[config.mk]
export PLATFORM = sky130hd
export DESIGN_NAME = seg7_scan_driver
export DESIGN_NICKNAME = d
export VERILOG_FILES = /design/src/rtl/seg7_scan_driver.sv
export SDC_FILE = /design/constraint.sdc
export NUM_CORES = 1
export LEC_CHECK = 0
export BUFFER_PORTS_ARGS = -buffer_cell sky130_fd_sc_hd__clkbuf_2
export CORE_ASPECT_RATIO = 1.25
export CORE_UTILIZATION = 35
export CTS_BUF_LIST = sky130_fd_sc_hd__clkbuf_2
export DETAILED_ROUTE_END_ITERATION = 8
export PLACE_DENSITY = 0.59
export SLEW_MARGIN = 20
export SYNTH_ARGS = -nofsm -noshare
export SYNTH_HDL_FRONTEND = slang
export SYNTH_SLANG_ARGS = --single-unit
[constraint.sdc]
create_clock -name clk -period 3.05 [get_ports clk]
set_input_delay 0.915 -clock clk [delete_from_list [all_inputs] [get_ports clk]]
set_output_delay 0.915 -clock clk [all_outputs]
set_load 0.02 [all_outputs]
[src/rtl/seg7_scan_driver.sv]
// Multiplexed BCD seven-segment scan driver: shadow-latched digits, refresh scan, blink, polarity.
// Optional build macro SEG7_LEADING_ZERO_BLANK_EN blanks leading zero digits above digit 0.
module seg7_scan_driver #(
  parameter int NUM_DIGITS  = 3,
  parameter int REFRESH_DIV = 1000,
  parameter int BLINK_DIV   = 250,
  parameter int ACTIVE_LOW  = 0
) (
  input  logic                    clk,
  input  logic                    rst,
  input  logic [4*NUM_DIGITS-1:0] digits_in,
  input  logic                    load,
  input  logic                    blink_en,
  output logic [6:0]              seg,
  output logic [NUM_DIGITS-1:0]   dig_sel,
  output logic                    frame_done
);
  localparam int IW = (NUM_DIGITS > 1) ? $clog2(NUM_DIGITS) : 1;
  localparam int RW = $clog2(REFRESH_DIV);
  localparam int BW = (BLINK_DIV > 1) ? $clog2(BLINK_DIV) : 1;
  localparam logic [IW-1:0] IDX_LAST = IW'(NUM_DIGITS - 1);
  localparam logic [RW-1:0] RCNT_LAST = RW'(REFRESH_DIV - 1);
  localparam logic [BW-1:0] BCNT_LAST = BW'(BLINK_DIV - 1);
  localparam bit INV = (ACTIVE_LOW != 0);

  logic [NUM_DIGITS-1:0][3:0] shadow_q, shadow_d;
  logic [IW-1:0]              idx_q, idx_d;
  logic [RW-1:0]              rcnt_q, rcnt_d;
  logic [BW-1:0]              bcnt_q, bcnt_d;
  logic                       phase_q, phase_d;
  logic                       wrap_q, wrap_d;
  logic                       fd_q;
  logic [6:0]                 seg_q, seg_d;
  logic [NUM_DIGITS-1:0]      dig_q, dig_d;

  logic                       tick;
  logic [3:0]                 cur_code;
  logic                       cur_blank;
  logic                       lit;
  logic [NUM_DIGITS-1:0]      blank;

  function automatic logic [6:0] glyph(input logic [3:0] code);
    case (code)
      4'd0:    glyph = 7'b1111110;
      4'd1:    glyph = 7'b0110000;
      4'd2:    glyph = 7'b1101101;
      4'd3:    glyph = 7'b1111001;
      4'd4:    glyph = 7'b0110011;
      4'd5:    glyph = 7'b1011011;
      4'd6:    glyph = 7'b1011111;
      4'd7:    glyph = 7'b1110000;
      4'd8:    glyph = 7'b1111111;
      4'd9:    glyph = 7'b1110011;
      default: glyph = 7'b0000001;
    endcase
  endfunction

`ifdef SEG7_LEADING_ZERO_BLANK_EN
  logic allz;
  // A digit is blank when it and everything above it is zero; digit 0 always shows.
  always_comb begin
    blank = '0;
    allz  = 1'b1;
    for (int k = NUM_DIGITS - 1; k > 0; k--) begin
      allz     = allz && (shadow_q[k] == 4'd0);
      blank[k] = allz;
    end
  end
`else
  assign blank = '0;
`endif

  // Scan and blink next-state
  always_comb begin
    tick     = (rcnt_q == RCNT_LAST);
    rcnt_d   = tick ? '0 : rcnt_q + 1'b1;
    idx_d    = idx_q;
    if (tick) idx_d = (idx_q == IDX_LAST) ? '0 : idx_q + 1'b1;
    wrap_d   = tick && (idx_q == IDX_LAST);
    shadow_d = load ? digits_in : shadow_q;
    phase_d  = phase_q;
    bcnt_d   = bcnt_q;
    if (!blink_en) begin
      phase_d = 1'b1;
      bcnt_d  = '0;
    end else if (tick) begin
      if (bcnt_q == BCNT_LAST) begin
        phase_d = ~phase_q;
        bcnt_d  = '0;
      end else begin
        bcnt_d = bcnt_q + 1'b1;
      end
    end
  end

  // Output decode of the current index and shadow contents
  always_comb begin
    cur_code  = 4'd0;
    cur_blank = 1'b0;
    dig_d     = '0;
    for (int k = 0; k < NUM_DIGITS; k++) begin
      if (idx_q == IW'(k)) begin
        cur_code  = shadow_q[k];
        cur_blank = blank[k];
        dig_d[k]  = 1'b1;
      end
    end
    lit   = phase_q || !blink_en;
    seg_d = (lit && !cur_blank) ? glyph(cur_code) : 7'b0000000;
    seg_d = seg_d ^ {7{INV}};
    dig_d = dig_d ^ {NUM_DIGITS{INV}};
  end

  always_ff @(posedge clk) begin
    if (rst) begin
      shadow_q <= '0;
      idx_q    <= '0;
      rcnt_q   <= '0;
      bcnt_q   <= '0;
      phase_q  <= 1'b1;
      wrap_q   <= 1'b0;
      fd_q     <= 1'b0;
      seg_q    <= {7{INV}};
      dig_q    <= {NUM_DIGITS{INV}};
    end else begin
      shadow_q <= shadow_d;
      idx_q    <= idx_d;
      rcnt_q   <= rcnt_d;
      bcnt_q   <= bcnt_d;
      phase_q  <= phase_d;
      wrap_q   <= wrap_d;
      // Delayed one stage so the pulse lines up with dig_sel showing digit 0
      fd_q     <= wrap_q;
      seg_q    <= seg_d;
      dig_q    <= dig_d;
    end
  end

  assign seg        = seg_q;
  assign dig_sel    = dig_q;
  assign frame_done = fd_q;
endmodule

==> impl_metrics.tcl, run 1 <==
set metrics [dict create \
    synthMuxAreaShare_pct 10.7 \
    hp-class "reg2reg" \
    hpwl_mm 2.58 \
    n_fill_cell 562 \
    drc 0 \
    syn_inst 205 \
    die_h_um 86.1 \
    max_freq_ghz 0.473 \
    synth_cell_types 39 \
    num_antenna_cells 0 \
    crit_type "reg2reg" \
    fin_crit_sh_pct 69.3 \
    end_kind "flip-flop" \
    drv_cap 0 \
    grt_remaining_overflow 0 \
    rrSetupSlack_ns 0.94 \
    place_ws_ns 0.981 \
    grt_max_degree 24 \
    slew_headroom_pct 62.8 \
    grtUsageTotal_pct 13.0 \
    numCtsBuffers 5 \
    rows 30 \
    required_ns 3.39 \
    reg2reg_depth 6 \
    irDropWorstVdd_mv 0.225 \
    cts_hold_buffers 0 \
    multiInputGateArea_um2 1010 \
    placeableCoreArea_um2 5440 \
    post-route-min-period_ns 2.11 \
    yosysWarningCount 0 \
    critPathMaxFanout 13 \
    synthAdderAreaFrac_pct 5.69 \
    cts_tree "built" \
    synth_top_cell_by_area "dfxtp_1" \
    num_vias 1460 \
    cts_resized 0 \
    rsz0062_at_grt "no" \
    final_cell_area_um2 2190 \
    worst_setup_path_start_kind "flip-flop" \
    drt_iter0_drc 84 \
    cts_setup_buffers 0 \
    synth_fp_nets 230 \
    skew_ns 0.0180 \
    drtPass1Iterations 4 \
    clock_latency_ns 0.42 \
    wl_mm 3.58 \
    routed_via_density 4.97 \
    yosys.area_share.xor_xnor_pct 5.31 \
    first_global_vias 1406 \
    finalNetCount 255 \
    io_buffers 26 \
    cts.path.max_buffers 2 \
    setup_tns_ns 0 \
    die_w_um 69.2 \
    ys_ff_latch 45 \
    avgSynthCellArea_um2 9.65 \
    area_growth_pct 10.8 \
    layout_common_cells "dfxtp_1, clkbuf_2, nor2_1" \
    postPlaceCellArea_um2 2150 \
    finalNonFillerCells 294 \
    setup_viol 0 \
    ys_top_cells_by_area "dfxtp_1, mux2i_1, ha_1" \
    cp-startpoint "idx_q[1]" \
    final_antenna_net_count 0 \
    die_area_um2 5960 \
    drv_slew 0 \
    crit_arrival_ns 2.45 \
    syn-cell-area_um2 1980 \
    htreeDepth 2 \
    synth_compound_area_share_pct 9.42 \
    p_leak_nw 0.921 \
    drt-wirelength-per-cell_um 12.2 \
    io_pins 27 \
    antenna_found_initial 0 \
    final_common_cell "dfxtp_1" \
    status "complete, no violations" \
    grt_pass1_wl_mm 6.20 \
    register_area_um2 901 \
    drive_gt1_share_pct 16.1 \
    synth_top_family_by_area "simple AND/OR/NAND/NOR gates" \
    r2r-start "idx_q[1]" \
    yosysSeqAreaShare_pct 45.5 \
    place_inst 287 \
    cts.sinks 45 \
    rr_endpoint "seg[6]" \
    worst_slack_ns 0.935 \
    crit_end "seg[6]" \
    start_util_pct 36.3 \
    cts-root-buf "clkbuf_2" \
    routabilityCongestion 0.759 \
    power_mw 0.964 \
    yosys.area_share.simple_pct 20.1 \
    hold_viol 0 \
    clkTransAtPathRegs_ns 0.23 \
    yosysTopAreaCellShare_pct 45.5 \
    power.density_nw_per_um2 440 \
    worst_slew_pin_slew_ns 0.555 \
]
## metrics by stage
stage	util [%]	hold WS (ns)
4_1_cts	40.3	0.473
3_5_place_dp	39.6	0.445
5_1_grt	40.3	0.478
6_report	40.3	0.468
2_1_floorplan	-	0.414
3_3_place_gp	39.6	0.436
## synth_stat cells
cell      instances
buf_1             2
xor2_1            6
a21oi_1           5
o21a_1            1
mux2_2            1
nor2_1           30
nand2_1          10
mux2i_1          20
nand4_1           4
nand3_1           5
o21ai_0           2
a21boi_1          1
clkbuf_1          3
nor3_1            4
o22a_1            5
and4bb_2          1
dfxtp_1          45
and4_2            1
a311oi_1          1
nor4_1            1
nand3_4           1
and3_1            4
o31ai_1           2
nor2b_1           4
nand2b_1          1
buf_2             3
a32o_1            2
o22ai_1           1
nand3b_1          1
and2_1            4
xnor2_1           6
or4_1             2
or3_1             2
a211oi_1          3
nor3b_1           2
a21o_1            1
ha_1              9
inv_1             8
o31ai_2           1
## worst min path at each step
| stage | from | end | slack [ns] | depth (start not counted) |
|---|---|---|---|---|
| floorplan | wrap_q | frame_done | 0.41 | 1 |
| global placement | rcnt_q[0] | rcnt_q[0] | 0.44 | 1 |
| detailed placement | rcnt_q[0] | rcnt_q[0] | 0.45 | 1 |
| CTS | rcnt_q[0] | rcnt_q[0] | 0.47 | 1 |
| global route | rcnt_q[0] | rcnt_q[0] | 0.48 | 1 |
| finish | rcnt_q[0] | rcnt_q[0] | 0.47 | 1 |
## worst max-delay path: stages, from the launching register on
cell      delay [ns]
dfxtp_1         0.68
mux2i_1         0.14
o22ai_1         0.33
inv_1           0.17
ha_1            0.22
mux2_2          0.26
a211oi_1        0.23
## sequential cells by signal (all words and copies together) (netlist names)
name        flops
shadow_q       12
rcnt_q         10
idx_q           2
frame_done      1
bcnt_q          8
phase_q         1
seg             7
dig_sel         3
wrap_q          1
## layout make-up
| class | count | area share [%] |
|---|---|---|
| clock buffer | 5 | 1.14 |
| clock inverter | 2 | 0.514 |
| inverter | 8 | 1.37 |
| multi-input combinational | 144 | 46.3 |
| sequential | 45 | 41.1 |
| tap | 64 | 3.66 |
| timing repair buffer | 26 | 5.94 |
## cell families (layout without fill, tap and decap cells)
| family | count (synthesis) | after routing |
|---|---|---|
| compound gates | 25 | 25 |
| fa+ha+maj | 9 | 9 |
| xor+xnor | 12 | 12 |
| mux | 21 | 21 |
| buf+inv | 16 | 41 |
| simple gates | 77 | 77 |
| flops | 45 | 45 |
## report_power, final
| part | switching [mW] | total (mW) | internal (mW) |
|---|---|---|---|
| registers | 0.00988 | 0.621 | 0.612 |
| logic | 0.0562 | 0.0990 | 0.0429 |
| clock network | 0.194 | 0.244 | 0.0492 |
## layer usage
| metal | up-vias | part of all wire [%] | wire [um] | track usage, % |
|---|---|---|---|---|
| li1 | 763 | - | - | - |
| met1 | 670 | 49 | 1760 | 16.0 |
| met2 | 21 | 46 | 1650 | 21.6 |
| met3 | 6 | 3.1 | 112 | 3.64 |
| met4 | 0 | 1.6 | 58 | 5.01 |
| met5 | - | 0 | 0 | 0 |
(Power assumes the default switching activity.)
==> run 2: changes to the inputs <==
- ABC_AREA: default -> 1
- PLACE_DENSITY: 0.59 -> 0.61
- clock period: 3.05 -> 1.8 ns (I/O delays scaled with it)
==> run 2 against run 1 <==
Effect of this change: sequential share of layout area fell by 4.4 points; cell count is 41% higher; non-clock buffer count is 4 higher; die area increased by 10%; power grew 72%; highest routed layer unchanged; critical path depth increased by 8; combinational power rose by 110%; largest cell class unchanged; hold slack got worse by 0.13 ns.
==> impl_metrics.tcl, run 2 <==
set metrics [dict create \
    hp-class "in2reg" \
    drc 0 \
    cts_hold_buffers 0 \
    finalNonFillerCells 414 \
    yosysSeqAreaShare_pct 41.2 \
    cts_tree "built" \
    synth_ff_type "dfxtp_1" \
    placeableCoreArea_um2 5900 \
    clkTransAtPathRegs_ns 0.21 \
    drive_gt1_share_pct 22.6 \
    cts_resized 0 \
    grt_pass1_wl_mm 7.44 \
    synth_edf_count 0 \
    status "complete, no violations" \
    critPathMaxFanout 5 \
    max_freq_ghz 0.645 \
    routabilityCongestion 0.805 \
    worst_setup_path_start_kind "flip-flop" \
    setup_viol 0 \
    final_common_cell "nand2_1" \
    cts_setup_buffers 0 \
    required_ns 2.13 \
    layout_common_cells "nand2_1, nor2_1, dfxtp_1" \
    grt_max_degree 18 \
    yosysTopAreaCellShare_pct 41.2 \
    drv_slew 0 \
    crit_arrival_ns 1.88 \
    syn-cell-area_um2 2190 \
    ys_top_cells_by_area "dfxtp_1, nand2_1, nor2_1" \
    synth_top_cell_by_area "dfxtp_1" \
    numCtsBuffers 5 \
    final_antenna_net_count 0 \
    route.met3.wl_um 156 \
    start_util_pct 37.1 \
    wl_mm 4.08 \
    drt_iter0_drc 64 \
    hold_viol 0 \
    highest_layer "met4" \
    clock_latency_ns 0.40 \
    rsz0062_at_grt "no" \
    htreeDepth 2 \
    synth_fp_nets 324 \
    min_path_cells 3 \
    largest_reg_flops 12 \
    fin_crit_sh_pct 86.1 \
    drt-wirelength-per-cell_um 9.84 \
    rows 31 \
    num_antenna_cells 0 \
    top_regs "shadow_q: 12 flops, rcnt_q: 10 flops, bcnt_q: 8 flops" \
    r2r-start "idx_q[1]" \
    io_pins 27 \
    min_to "shadow_q[7]" \
    async_reset_ff_share_pct 0 \
    syn_inst 299 \
    ys_ff_latch 45 \
    ys_top_cells_by_count "nand2_1, nor2_1, dfxtp_1, inv_1, o21ai_0" \
    avgSynthCellArea_um2 7.31 \
    first_global_vias 1751 \
    yosysWarningCount 0 \
    die_h_um 90.4 \
    power.density_nw_per_um2 676 \
    drv_cap 0 \
    drtPass1Iterations 4 \
    met1Wirelength_mm 1.92 \
    finalNetCount 357 \
    end_kind "flip-flop" \
    place_inst 407 \
    num_vias 1838 \
    die_area_um2 6570 \
    post-route-min-period_ns 1.55 \
    wl_met2_mm 1.93 \
    reg2reg_depth 14 \
    area_growth_pct 12.2 \
    routed_via_density 4.44 \
    irDropWorstVdd_mv 0.319 \
    rrSetupSlack_ns 0.25 \
    hpwl_mm 3.20 \
    cts-root-buf "clkbuf_2" \
    antenna_found_initial 0 \
    yosysMostFrequentCell "nand2_1" \
    die_w_um 72.7 \
    skew_ns 0.0129 \
    regMostFlops "shadow_q" \
    cts.sinks 45 \
    grt_remaining_overflow 0 \
    slew_headroom_pct 71.8 \
    rr_endpoint "seg[0]" \
    min-delay-start "digits_in[7]" \
    setup_tns_ns 0 \
    synth_cell_types 27 \
    io_buffers 26 \
    cts.path.max_buffers 2 \
    grtUsageTotal_pct 14.2 \
    crit_type "reg2reg" \
    p_leak_nw 1.13 \
    worst_slew_pin_slew_ns 0.422 \
]
## run 2: worst max-delay path, cell delays in order, from the launching register on
cell and delay, ns:
dfxtp_1 0.44, inv_2 0.08, nor2_2 0.13, inv_2 0.07
nor2_4 0.11, nor2_4 0.07, inv_1 0.08, ha_1 0.15
inv_1 0.04, nand3_1 0.07, nand2_1 0.06, inv_1 0.06
nand2_1 0.04, nand2_1 0.05, inv_1 0.03
## run 2: layout make-up
class | count | area, um2
Tap cell | 82 | 103
Multi-Input combinational cell | 207 | 1090
Fill cell | 654 | 3440
Inverter | 43 | 161
Timing Repair Buffer | 30 | 160
Clock inverter | 1 | 3.75
Clock buffer | 6 | 30.0
Sequential cell | 45 | 901
## run 2: power breakdown
part	total (mW)	leakage, nW	internal, mW	switching, mW
combinational	0.203	0.735	0.0750	0.128
sequential	1.06	0.369	1.04	0.0188
clock	0.397	0.0265	0.0907	0.306
total	1.66	1.13	1.21	0.453
## run 2: routing by layer
metal / vias to the layer above / track usage (%)
met5: - / 0
met4: 0 / 5.88
met3: 6 / 3.68
li1: 990 / -
met1: 813 / 16.6
met2: 29 / 24.2
## run 2: stage by stage
step	setup WS (ns)	hold WS (ns)	utilization, %	power, mW	area [um2]
final	0.250	0.343	41.6	1.66	2450
after global routing	0.0468	0.296	41.6	1.77	2450
after CTS	0.241	0.316	41.6	1.68	2450
after global placement	0.307	0.412	41.0	1.28	2420
after floorplan	0.338	0.388	-	1.22	2190
after detailed placement	0.277	0.411	41.0	1.28	2420
## run 2: worst max path at each step
stage | endpoint | from | cells after the start | slack [ns]
2_1_floorplan | seg[3] | idx_q[1] | 10 | 0.34
3_3_place_gp | bcnt_q[3] | rcnt_q[0] | 9 | 0.31
3_5_place_dp | seg[1] | idx_q[1] | 12 | 0.28
4_1_cts | seg[0] | idx_q[1] | 14 | 0.24
5_1_grt | seg[0] | idx_q[1] | 14 | 0.05
6_report | seg[0] | idx_q[1] | 14 | 0.25
## run 2: cell families (layout without fill, tap and decap cells)
kind of cell    count (synthesis)  after routing  share of synthesized area, %
compound gates                 31             31                          7.61
xor+xnor                        5              5                          2.00
fa+ha+maj                       9              9                          5.15
buf+inv                        47             80                          8.75
flops                          45             45                          41.2
simple gates                  162            162                          35.3
